[config.mk]
export PLATFORM = sky130hd
export DESIGN_NAME = mem_arbiter
export DESIGN_NICKNAME = d
export VERILOG_FILES = /design/src/rtl/mem_arbiter.sv
export SDC_FILE = /design/constraint.sdc
export NUM_CORES = 1
export LEC_CHECK = 0
export ABC_AREA = 1
export BUFFER_PORTS_ARGS = -buffer_cell sky130_fd_sc_hd__buf_2
export CAP_MARGIN = 5
export CORE_MARGIN = 4
export CORE_UTILIZATION = 33
export CTS_CLUSTER_SIZE = 12
export DETAILED_ROUTE_END_ITERATION = 16
export PLACE_DENSITY = 0.59
export SYNTH_ARGS = -nofsm -noshare
export SYNTH_HDL_FRONTEND = slang
export SYNTH_SLANG_ARGS = --single-unit
[constraint.sdc]
create_clock -name clk -period 1.62 [get_ports clk]
set_input_delay 0.324 -clock clk [delete_from_list [all_inputs] [get_ports clk]]
set_output_delay 0.324 -clock clk [all_outputs]
set_load 0.005 [all_outputs]
[src/rtl/mem_arbiter.sv]
// Two-requester (CPU/DMA) round-robin arbiter for a single shared memory port.
// Each transaction: one IDLE sample cycle, MEM_LAT strobe cycles, one ready cycle.
module mem_arbiter #(
  parameter int AW      = 32,
  parameter int DW      = 32,
  parameter int MEM_LAT = 2
) (
  input  logic          clk,
  input  logic          reset,
  input  logic          cpu_req,
  input  logic          cpu_we,
  input  logic [AW-1:0] cpu_addr,
  input  logic [DW-1:0] cpu_wdata,
  output logic [DW-1:0] cpu_rdata,
  output logic          cpu_ready,
  input  logic          dma_req,
  input  logic          dma_we,
  input  logic [AW-1:0] dma_addr,
  input  logic [DW-1:0] dma_wdata,
  output logic [DW-1:0] dma_rdata,
  output logic          dma_ready,
  output logic [AW-1:0] mem_addr,
  output logic [DW-1:0] mem_wdata,
  output logic          mem_read,
  output logic          mem_write,
  input  logic [DW-1:0] mem_rdata,
  output logic [1:0]    grant,
  output logic [1:0]    dbg_state
);

  typedef enum logic [1:0] {
    S_IDLE   = 2'd0,
    S_ACCESS = 2'd1,
    S_DONE   = 2'd2
  } state_e;

  localparam logic [3:0] CNT_LOAD = 4'(MEM_LAT - 1);

  // Handshake: a requester raises req and holds it until its one-cycle ready;
  // req is looked at only in IDLE, and rdata is valid in the ready cycle.
  state_e        state_q, state_d;
  logic [3:0]    cnt_q, cnt_d;
  logic          owner_q, owner_d;  // 0 = CPU, 1 = DMA
  logic          last_q, last_d;    // requester granted most recently
  logic          we_q, we_d;
  logic [AW-1:0] addr_q, addr_d;
  logic [DW-1:0] wdata_q, wdata_d;
  logic [DW-1:0] cpu_rdata_q, cpu_rdata_d;
  logic [DW-1:0] dma_rdata_q, dma_rdata_d;

  logic any_req;
  logic win_dma;

  assign any_req = cpu_req | dma_req;
  // On a tie the requester that was not served last wins.
  assign win_dma = dma_req & (~cpu_req | ~last_q);

  always_ff @(posedge clk or negedge reset) begin
    if (!reset) begin
      state_q     <= S_IDLE;
      cnt_q       <= '0;
      owner_q     <= 1'b0;
      last_q      <= 1'b1;
      we_q        <= 1'b0;
      addr_q      <= '0;
      wdata_q     <= '0;
      cpu_rdata_q <= '0;
      dma_rdata_q <= '0;
    end else begin
      state_q     <= state_d;
      cnt_q       <= cnt_d;
      owner_q     <= owner_d;
      last_q      <= last_d;
      we_q        <= we_d;
      addr_q      <= addr_d;
      wdata_q     <= wdata_d;
      cpu_rdata_q <= cpu_rdata_d;
      dma_rdata_q <= dma_rdata_d;
    end
  end

  always_comb begin
    state_d     = state_q;
    cnt_d       = cnt_q;
    owner_d     = owner_q;
    last_d      = last_q;
    we_d        = we_q;
    addr_d      = addr_q;
    wdata_d     = wdata_q;
    cpu_rdata_d = cpu_rdata_q;
    dma_rdata_d = dma_rdata_q;
    case (state_q)
      S_IDLE: begin
        if (any_req) begin
          state_d = S_ACCESS;
          cnt_d   = CNT_LOAD;
          owner_d = win_dma;
          last_d  = win_dma;
          we_d    = win_dma ? dma_we    : cpu_we;
          addr_d  = win_dma ? dma_addr  : cpu_addr;
          wdata_d = win_dma ? dma_wdata : cpu_wdata;
        end
      end
      S_ACCESS: begin
        if (cnt_q == 4'd0) begin
          state_d = S_DONE;
          if (!we_q) begin
            if (owner_q) dma_rdata_d = mem_rdata;
            else         cpu_rdata_d = mem_rdata;
          end
        end else begin
          cnt_d = cnt_q - 4'd1;
        end
      end
      S_DONE:  state_d = S_IDLE;
      default: state_d = S_IDLE;
    endcase
  end

  always_comb begin
    grant     = 2'b00;
    mem_read  = 1'b0;
    mem_write = 1'b0;
    mem_addr  = '0;
    mem_wdata = '0;
    cpu_ready = 1'b0;
    dma_ready = 1'b0;
    case (state_q)
      S_ACCESS: begin
        grant     = owner_q ? 2'b10 : 2'b01;
        mem_read  = ~we_q;
        mem_write = we_q;
        mem_addr  = addr_q;
        mem_wdata = we_q ? wdata_q : '0;
      end
      S_DONE: begin
        grant     = owner_q ? 2'b10 : 2'b01;
        cpu_ready = ~owner_q;
        dma_ready = owner_q;
      end
      default: ;
    endcase
  end

  assign cpu_rdata = cpu_rdata_q;
  assign dma_rdata = dma_rdata_q;
  assign dbg_state = state_q;

endmodule

==> results.cfg, run 1 <==
[global_routing]
grt-ovfl-total = 0
grt_start_max_net_pins = 65
track_usage_pct = 17.8
grt_antenna_before_repair = 0
grt_pass1_wl_um = 31400
grt_pass1_vias = 6344

[synth]
yosys.area.top_type = dfrtp_1
syn_area_um2 = 6500
ys_types = 20
ys_ff_latch = 137
synth_fp_nets = 1018
yosysSeqAreaShare_pct = 52.8
synth_area_leaders = dfrtp_1, nand2_1, inv_1
synthCells = 846
ys_warn_count = 0
yosys.area.top_type_share_pct = 52.3
avgSynthCellArea_um2 = 7.68

[worst_hold_path]
hp-class = in -> reg

[placement]
placed_area_um2 = 8590
place_congestion = 0.815
preCtsSetupSlack_ps = -106
dp_cells = 1401
hpwl_um = 14900
portBuffers = 301

[routing]
dr_total_vias = 6716
drtIter0Drc = 183
wl_um = 22800
dr.pass1.iters = 5
final_antenna_net_count = 0
post_drt_wl_per_cell_um = 15.5
drc = 0
drt-vias-per-instance = 4.56

[cts]
cts_tree = yes
clk_pin_slew_ps = 60
htreeDepth = 4
numClockSinks = 137
clk_path_buf_depth = 2
cts-buffers-inserted = 17
cts-root-buf = clkbuf_16
clkLatencyLatePin_ps = 420

[power]
pwr-share-clk_pct = 22.5
power.leakage_nw = 5.89
power_frac_seq_pct = 31.1
power.density_nw_per_um2 = 1910
pwr-share-comb_pct = 46.4
sw_frac_of_total_pct = 37.1
finalPower_mw = 19.6
cell_internal_pwr_mw = 12.3
vdd_drop_max_mv = 0.727
p_sw_mw = 7.27

[setup_path]
worstSetupEndpointType = primary output
cp-startpoint = dbg_state[1]$_DFFE_PN0P_
timing.rr.start = dbg_state[1]$_DFFE_PN0P_
endpoint = mem_wdata[0]
cp.arrival_ps = 1630
reg2regPathDepth = 10
worstPathMaxFanout = 7
reg2reg_setup_slack_ps = -290
startpoint_type = flop
worstSetupPathType = reg -> out
r2r-end = dma_rdata[22]$_DFFE_PN0P_
cp.required_ps = 1300

[outcome]
outcome = finished with violations
failed_checks = negative setup slack

[sta]
skew_ps = 14.3
period_needed_ps = 1950
worst_slack_ps = -329
slew_violations = 0
period_share_pct = 120
rsz0062_at_grt = true
tightest_slew_ps = 395
finalSetupViolCount = 140
relSlewSlack_pct = 73.7
whs_ps = 143
hold_viol = 0
tns_ps = -35560
fmax_mhz = 513

[final_layout]
layout-drive-gt1-share_pct = 38.5
num_antenna_cells = 0
fin_area_um2 = 10300
syn_to_final_growth_pct = 57.9
instances_no_fill = 1472
fin_util_pct = 52.9
nNetsFinal = 1366
final_common_cell = buf_2
fill_cells = 1914
multi_input_area_um2 = 2540
final_cell_mix = buf_2, nand2_1, inv_1
regArea_um2 = 3430

[die]
core_area_um2 = 19400
initial_utilization_pct = 33.5
die_y_um = 148
num_rows = 51
dieArea_um2 = 22000
die_w_um = 148
ios = 302

[flow_run]
drv_cap = 0
==> critical path: stages, from the launching register on <==
cell	delay, ps
dfrtp_1	390
inv_2	80
ha_4	170
nand2_8	50
buf_12	150
clkbuf_16	170
nor2_4	80
buf_2	110
==> Yosys cell counts <==
library cell and instances:
inv_2 3, clkbuf_1 19, o22ai_1 32, a21oi_4 1
nor2_1 87, nor2_4 1, o21ai_1 20, inv_1 158
buf_2 23, a21oi_1 1, or2_2 1, o21ai_0 89
nand3_1 7, ha_1 6, buf_1 3, o211ai_1 14
dfrtp_1 136, nand3_4 2, dfstp_2 1, nand2_1 242
==> how the worst min path moves through the flow <==
stage | startpoint | end | slack (ps) | depth (start not counted)
final | dma_wdata[3] | wdata_q[3]$_DFFE_PN0P_ | 140 | 3
after global routing | dma_wdata[3] | wdata_q[3]$_DFFE_PN0P_ | 140 | 3
after CTS | dma_addr[21] | addr_q[21]$_DFFE_PN0P_ | 140 | 3
after detailed placement | reset | cpu_rdata[0]$_DFFE_PN0P_ | 260 | 1
after global placement | reset | cpu_rdata[0]$_DFFE_PN0P_ | 260 | 1
after floorplan | reset | addr_q[0]$_DFFE_PN0P_ | 30 | 0
==> repair_timing <==
action                                  4_1_cts  5_1_grt
gates cloned                                  1       22
setup buffers                                 6       11
endpoints found under the hold margin        30        0
hold buffers                                  1        0
pin swaps                                     1       11
gates resized for setup                      30      104
endpoints found under the setup margin       86      184
==> power groups by stage <==
stage | Clock (mW) | Combinational, mW | Sequential [mW]
final | 4.41 | 9.08 | 6.10
after floorplan | 0 | 3.68 | 6.04
after global routing | 4.68 | 10.0 | 6.30
after CTS | 4.50 | 7.45 | 6.07
after detailed placement | 0 | 7.04 | 6.07
after global placement | 0 | 6.94 | 6.05
==> layout make-up <==
cell class | instances | share of cell area (%)
inverter | 161 | 5.97
clock buffer | 17 | 4.14
multi-input combinational | 503 | 24.7
sequential | 137 | 33.4
tap | 265 | 3.23
timing repair buffer | 374 | 26.2
clock inverter | 15 | 2.32
==> registers in the layout, indices dropped and copies added (netlist names) <==
| register | count |
|---|---|
| owner_q | 1 |
| last_q | 1 |
| dbg_state | 2 |
| cnt_q | 4 |
| we_q | 1 |
| addr_q | 32 |
| dma_rdata | 32 |
| wdata_q | 32 |
| cpu_rdata | 32 |
==> logic make-up after synthesis <==
logic type               after synthesis  synth area share, %
adder cells (fa/ha/maj)                6                 1.15
AO/OA/AOI/OAI                        157                 13.4
AND/OR/NAND/NOR                      340                 20.3
flip-flops                           137                 52.8
buffers and inverters                206                 12.3
==> routing by layer <==
metal	part of all wire, %	global-route usage [%]
met5	0	0
met4	1.2	5.13
met3	8.2	5.48
met2	49	29.1
met1	42	22.9
(Power assumes the default switching activity.)
==> run 2, diff against run 1 <==
--- a/config.mk
+++ b/config.mk
@@ -5,7 +5,6 @@
 export SDC_FILE = /design/constraint.sdc
 export NUM_CORES = 1
 export LEC_CHECK = 0
-export ABC_AREA = 1
 export BUFFER_PORTS_ARGS = -buffer_cell sky130_fd_sc_hd__buf_2
 export CAP_MARGIN = 5
 export CORE_MARGIN = 4
==> results.cfg, run 2 <==
[cts]
htreeDepth = 4
clk_path_buf_depth = 2
cts-root-buf = clkbuf_16
numClockSinks = 137
cts-buffers-inserted = 17
clkLatencyLatePin_ps = 410
clk_pin_slew_ps = 60
cts_tree = yes

[sta]
whs_ps = 157
rsz0062_at_grt = true
fmax_mhz = 504
skew_ps = 8.27
finalSetupViolCount = 138
tns_ps = -29090
worst_slack_ps = -366
hold_viol = 0
tightest_slew_ps = 394
slew_violations = 0
relSlewSlack_pct = 73.8
period_share_pct = 123
period_needed_ps = 1990

[synth]
synthCells = 557
ys_ff_latch = 137
ys_types = 37
syn_area_um2 = 6510
ys_warn_count = 0
synth_common_cells = dfrtp_1, o21ai_0, mux2i_1, nand2_1, and2_1
synth_fp_nets = 729
synth.most_common_cell = dfrtp_1
avgSynthCellArea_um2 = 11.7
yosys.area.top_type_share_pct = 52.3
yosys.area.top_type = dfrtp_1
synthFlopType = dfrtp_1
async_flop_share_pct = 100
synth_edf_count = 0
yosysSeqAreaShare_pct = 52.7
synth_area_leaders = dfrtp_1, mux2i_1, mux2_4

[final_layout]
final_cell_mix = buf_2, dfrtp_1, o21ai_0
syn_to_final_growth_pct = 52.8
instances_no_fill = 1177
fin_util_pct = 51.1
nNetsFinal = 1072
layout-drive-gt1-share_pct = 53.5
final_common_cell = buf_2
fill_cells = 1746
num_antenna_cells = 0
fin_area_um2 = 9950

[routing]
wl_met2_um = 9440
wl_um = 19200
dr_total_vias = 5389
dr_wl_met3_um = 1240
dr.max_layer_used = met4
final_antenna_net_count = 0
m1WireLength_um = 8330
post_drt_wl_per_cell_um = 16.3
drt-vias-per-instance = 4.58
drc = 0
drtIter0Drc = 180
dr.pass1.iters = 4

[setup_path]
worstSetupPathType = reg -> out
startpoint_type = flop
cp.arrival_ps = 1660
reg2reg_setup_slack_ps = -150
worstSetupEndpointType = primary output
worstPathMaxFanout = 10
cp.required_ps = 1300

[global_routing]
grt_pass1_wl_um = 30100
grt_start_max_net_pins = 51
grt_pass1_vias = 5617
grt-ovfl-total = 0
track_usage_pct = 17.2
grt_antenna_before_repair = 0

[outcome]
outcome = finished with violations
failed_checks = negative setup slack

[placement]
portBuffers = 301
place_congestion = 0.769
hpwl_um = 12800
placed_area_um2 = 8590
preCtsSetupSlack_ps = -118
dp_cells = 1121

[die]
num_rows = 51
initial_utilization_pct = 33.4
ios = 302
core_area_um2 = 19500
die_w_um = 148
die_y_um = 148
dieArea_um2 = 22000

[power]
power.leakage_nw = 5.22
power.density_nw_per_um2 = 1850
vdd_drop_max_mv = 0.757
finalPower_mw = 18.4

[worst_hold_path]
hp-class = in -> reg

[flow_run]
drv_cap = 0
-- run 2: critical path, stage by stage (launching register included) --
cell	delay (ps)
dfrtp_1	410
ha_4	180
buf_12	150
buf_12	130
buf_16	130
and2_1	130
buf_2	120
-- run 2: timing repair --
item / CTS / global route
buffers inserted: 11 / 8
pin swaps: 2 / 5
cloned: 9 / 1
hold buffers: 1 / 0
resized for setup: 68 / 28
hold endpoints to repair: 32 / 0
endpoints found under the setup margin: 161 / 198
-- run 2: final timing paths --
path	from	to	depth (start not counted)
min reg2reg	wdata_q[0]$_DFFE_PN0P_	wdata_q[0]$_DFFE_PN0P_	2
max in group asynchronous	reset	addr_q[1]$_DFFE_PN0P_	3
max	dbg_state[0]$_DFFE_PN0P_	mem_addr[6]	6
max reg2reg	cnt_q[1]$_DFFE_PN0P_	cpu_rdata[26]$_DFFE_PN0P_	8
min	mem_rdata[26]	dma_rdata[26]$_DFFE_PN0P_	2
min in group asynchronous	reset	cpu_rdata[9]$_DFFE_PN0P_	2
-- run 2: final cells by class --
type	count	area [um2]	share of cell area, %
Clock buffer	18	429	4.31
Clock inverter	13	195	1.96
Inverter	4	17.5	0.176
Multi-Input combinational cell	377	3100	31.2
Sequential cell	137	3430	34.5
Tap cell	265	332	3.33
Timing Repair Buffer	363	2440	24.6
-- run 2: cells by family (layout without fill, tap and decap cells) --
group / after synthesis / after routing / share of synthesized area, %
AOI/OAI and AO/OA: 80 / 80 / 6.46
adders and majority gates: 6 / 6 / 1.15
buffers and inverters: 43 / 398 / 3.61
DFF: 137 / 137 / 52.7
muxes: 131 / 131 / 23.1
and+or+nand+nor: 160 / 160 / 13.0
-- run 2: layer usage --
layer  vias to the layer above  global-route usage (%)
li1                       2625                       -
met5                         -                       0
met1                      2552                    22.3
met2                       198                    28.8
met4                         0                    4.80
met3                        14                    4.05
-- run 2: power breakdown --
part | internal, mW | total, mW | switching, mW
Clock | 2.59 | 4.14 | 1.55
Combinational | 4.69 | 8.20 | 3.51
Sequential | 5.12 | 6.08 | 0.959
==> run 3, diff against run 2 <==
==> config.mk (replaced) <==
export PLATFORM = sky130hd
export DESIGN_NAME = mem_arbiter
export DESIGN_NICKNAME = d
export VERILOG_FILES = /design/src/rtl/mem_arbiter.sv
export SDC_FILE = /design/constraint.sdc
export NUM_CORES = 1
export LEC_CHECK = 0
export CAP_MARGIN = 5
export CORE_ASPECT_RATIO = 0.5
export CORE_MARGIN = 4
export CORE_UTILIZATION = 33
export CTS_CLUSTER_SIZE = 12
export DETAILED_ROUTE_END_ITERATION = 16
export DONT_BUFFER_PORTS = 1
export SYNTH_ARGS = -nofsm -noshare
export SYNTH_HDL_FRONTEND = slang
export SYNTH_SLANG_ARGS = --single-unit
==> results.cfg, run 3 (synthesized netlist as in run 2, its figures left out) <==
[final_layout]
nNetsFinal = 773
syn_to_final_growth_pct = 31.5
fin_area_um2 = 8560
final_cell_mix = dfrtp_1, mux2i_1, nand2_1
layout-drive-gt1-share_pct = 39.3
num_antenna_cells = 0
instances_no_fill = 873
final_common_cell = dfrtp_1

[die]
die_w_um = 207
dieArea_um2 = 22200
ios = 302
die_y_um = 107
num_rows = 35
initial_utilization_pct = 34.5
core_area_um2 = 18900

[routing]
wl_um = 17400
dr.pass1.iters = 4
drt-vias-per-instance = 4.94
post_drt_wl_per_cell_um = 19.9
drc = 0
drtIter0Drc = 247
dr_total_vias = 4315
final_antenna_net_count = 0

[sta]
period_share_pct = 118
slew_violations = 0
relSlewSlack_pct = 68.3
worst_slack_ps = -298
hold_viol = 137
finalSetupViolCount = 137
rsz0062_at_grt = true
whs_ps = -408
tns_ps = -28110
skew_ps = 13.2
period_needed_ps = 1920
fmax_mhz = 521
tightest_slew_ps = 475

[setup_path]
r2r-end = cpu_rdata[25]$_DFFE_PN0P_
timing.rr.start = cnt_q[1]$_DFFE_PN0P_
cp-startpoint = dbg_state[0]$_DFFE_PN0P_
worstSetupPathType = reg -> out
crit_chain = ha_4 -> buf_12 -> buf_12 -> buf_16 -> and2_4
startpoint_type = flop
cp.arrival_ps = 1590
endpoint = mem_addr[3]
cp_slowest_cell = dfrtp_2
reg2regPathDepth = 8
worstSetupEndpointType = primary output
cp.required_ps = 1300
cp_common_cell = buf_12
reg2reg_setup_slack_ps = -230
max_stage_delay_ps = 430
worstPathMaxFanout = 15

[placement]
place_congestion = 0.761
dp_cells = 813
hpwl_um = 11100
portBuffers = 0
placed_area_um2 = 7040

[power]
power.density_nw_per_um2 = 2010
vdd_drop_max_mv = 0.712
power.leakage_nw = 3.92
finalPower_mw = 17.2

[cts]
cts_tree = yes
clk_path_buf_depth = 2
clkLatencyLatePin_ps = 430
numClockSinks = 137
cts_hold_repair.buffers = 1
clk_pin_slew_ps = 60
htreeDepth = 4
cts-buffers-inserted = 17
cts-root-buf = clkbuf_16

[outcome]
failed_checks = negative hold slack, negative setup slack
outcome = finished with violations

[global_routing]
grt_pass1_vias = 4389
grt-ovfl-total = 0
grt_start_max_net_pins = 138
grt_antenna_before_repair = 0
grt_pass1_wl_um = 25100
track_usage_pct = 14.7

[worst_hold_path]
hp-class = in -> async

[flow_run]
drv_cap = 0
[run 3: changes by cell type in the layout (fill, tap and decap cells not counted), moves of 4 or more]
cell,previous run,this run
buf_2,294,0
and2_1,33,6
and2_4,3,30
and3_1,28,4
and3_4,4,28
o21ai_0,67,59
o21ai_1,2,10
inv_6,1,6
buf_16,9,5
[run 3: per-stage QoR]
stage               utilization, %  setup slack [ps]
floorplan                        -              -213
global placement              37.3              -141
detailed placement            37.3              -182
CTS                           43.7              -315
global route                  45.3              -354
finish                        45.3              -298
[run 3: layout make-up]
type | instances | area [um2]
flip-flops and latches | 137 | 3430
well taps | 259 | 324
clock buffers | 17 | 425
multi-input cells | 378 | 3320
clock inverters | 15 | 154
repair buffers | 63 | 887
inverters | 4 | 17.5
fillers | 1657 | 10300
[run 3: worst min path at each step]
stage	endpoint	cells past startpoint
2_1_floorplan	addr_q[0]$_DFFE_PN0P_	0
3_3_place_gp	dma_rdata[2]$_DFFE_PN0P_	0
3_5_place_dp	dma_rdata[5]$_DFFE_PN0P_	0
4_1_cts	dma_rdata[5]$_DFFE_PN0P_	0
5_1_grt	dma_rdata[5]$_DFFE_PN0P_	0
6_report	dma_rdata[5]$_DFFE_PN0P_	0
[run 3: critical path, delay by kind of cell (launching register included)]
kind | cells | cell delay (ps)
flops | 1 | 430
buf+inv | 3 | 410
simple gates | 1 | 140
fa+ha+maj | 1 | 180
[run 3: per-layer routing]
metal	up-vias	GRT usage, %	wire length [um]
met5	-	0	0
met4	0	5.46	237
met3	16	3.88	818
met2	107	25.2	8980
met1	2158	17.9	7320
li1	2034	-	-
[run 3: report_power, final]
| group | total (mW) | switching [mW] | internal, mW |
|---|---|---|---|
| sequential | 6.37 | 1.25 | 5.13 |
| combinational | 6.95 | 2.92 | 4.04 |
| clock | 3.85 | 1.68 | 2.17 |
[run 3: what timing repair did]
item / in CTS / in global routing
resized for setup: 90 / 62
setup endpoints to repair: 139 / 167
setup buffers: 14 / 6
gates cloned: 6 / 6
pin swaps: 3 / 7
hold endpoints to repair: 138 / 137
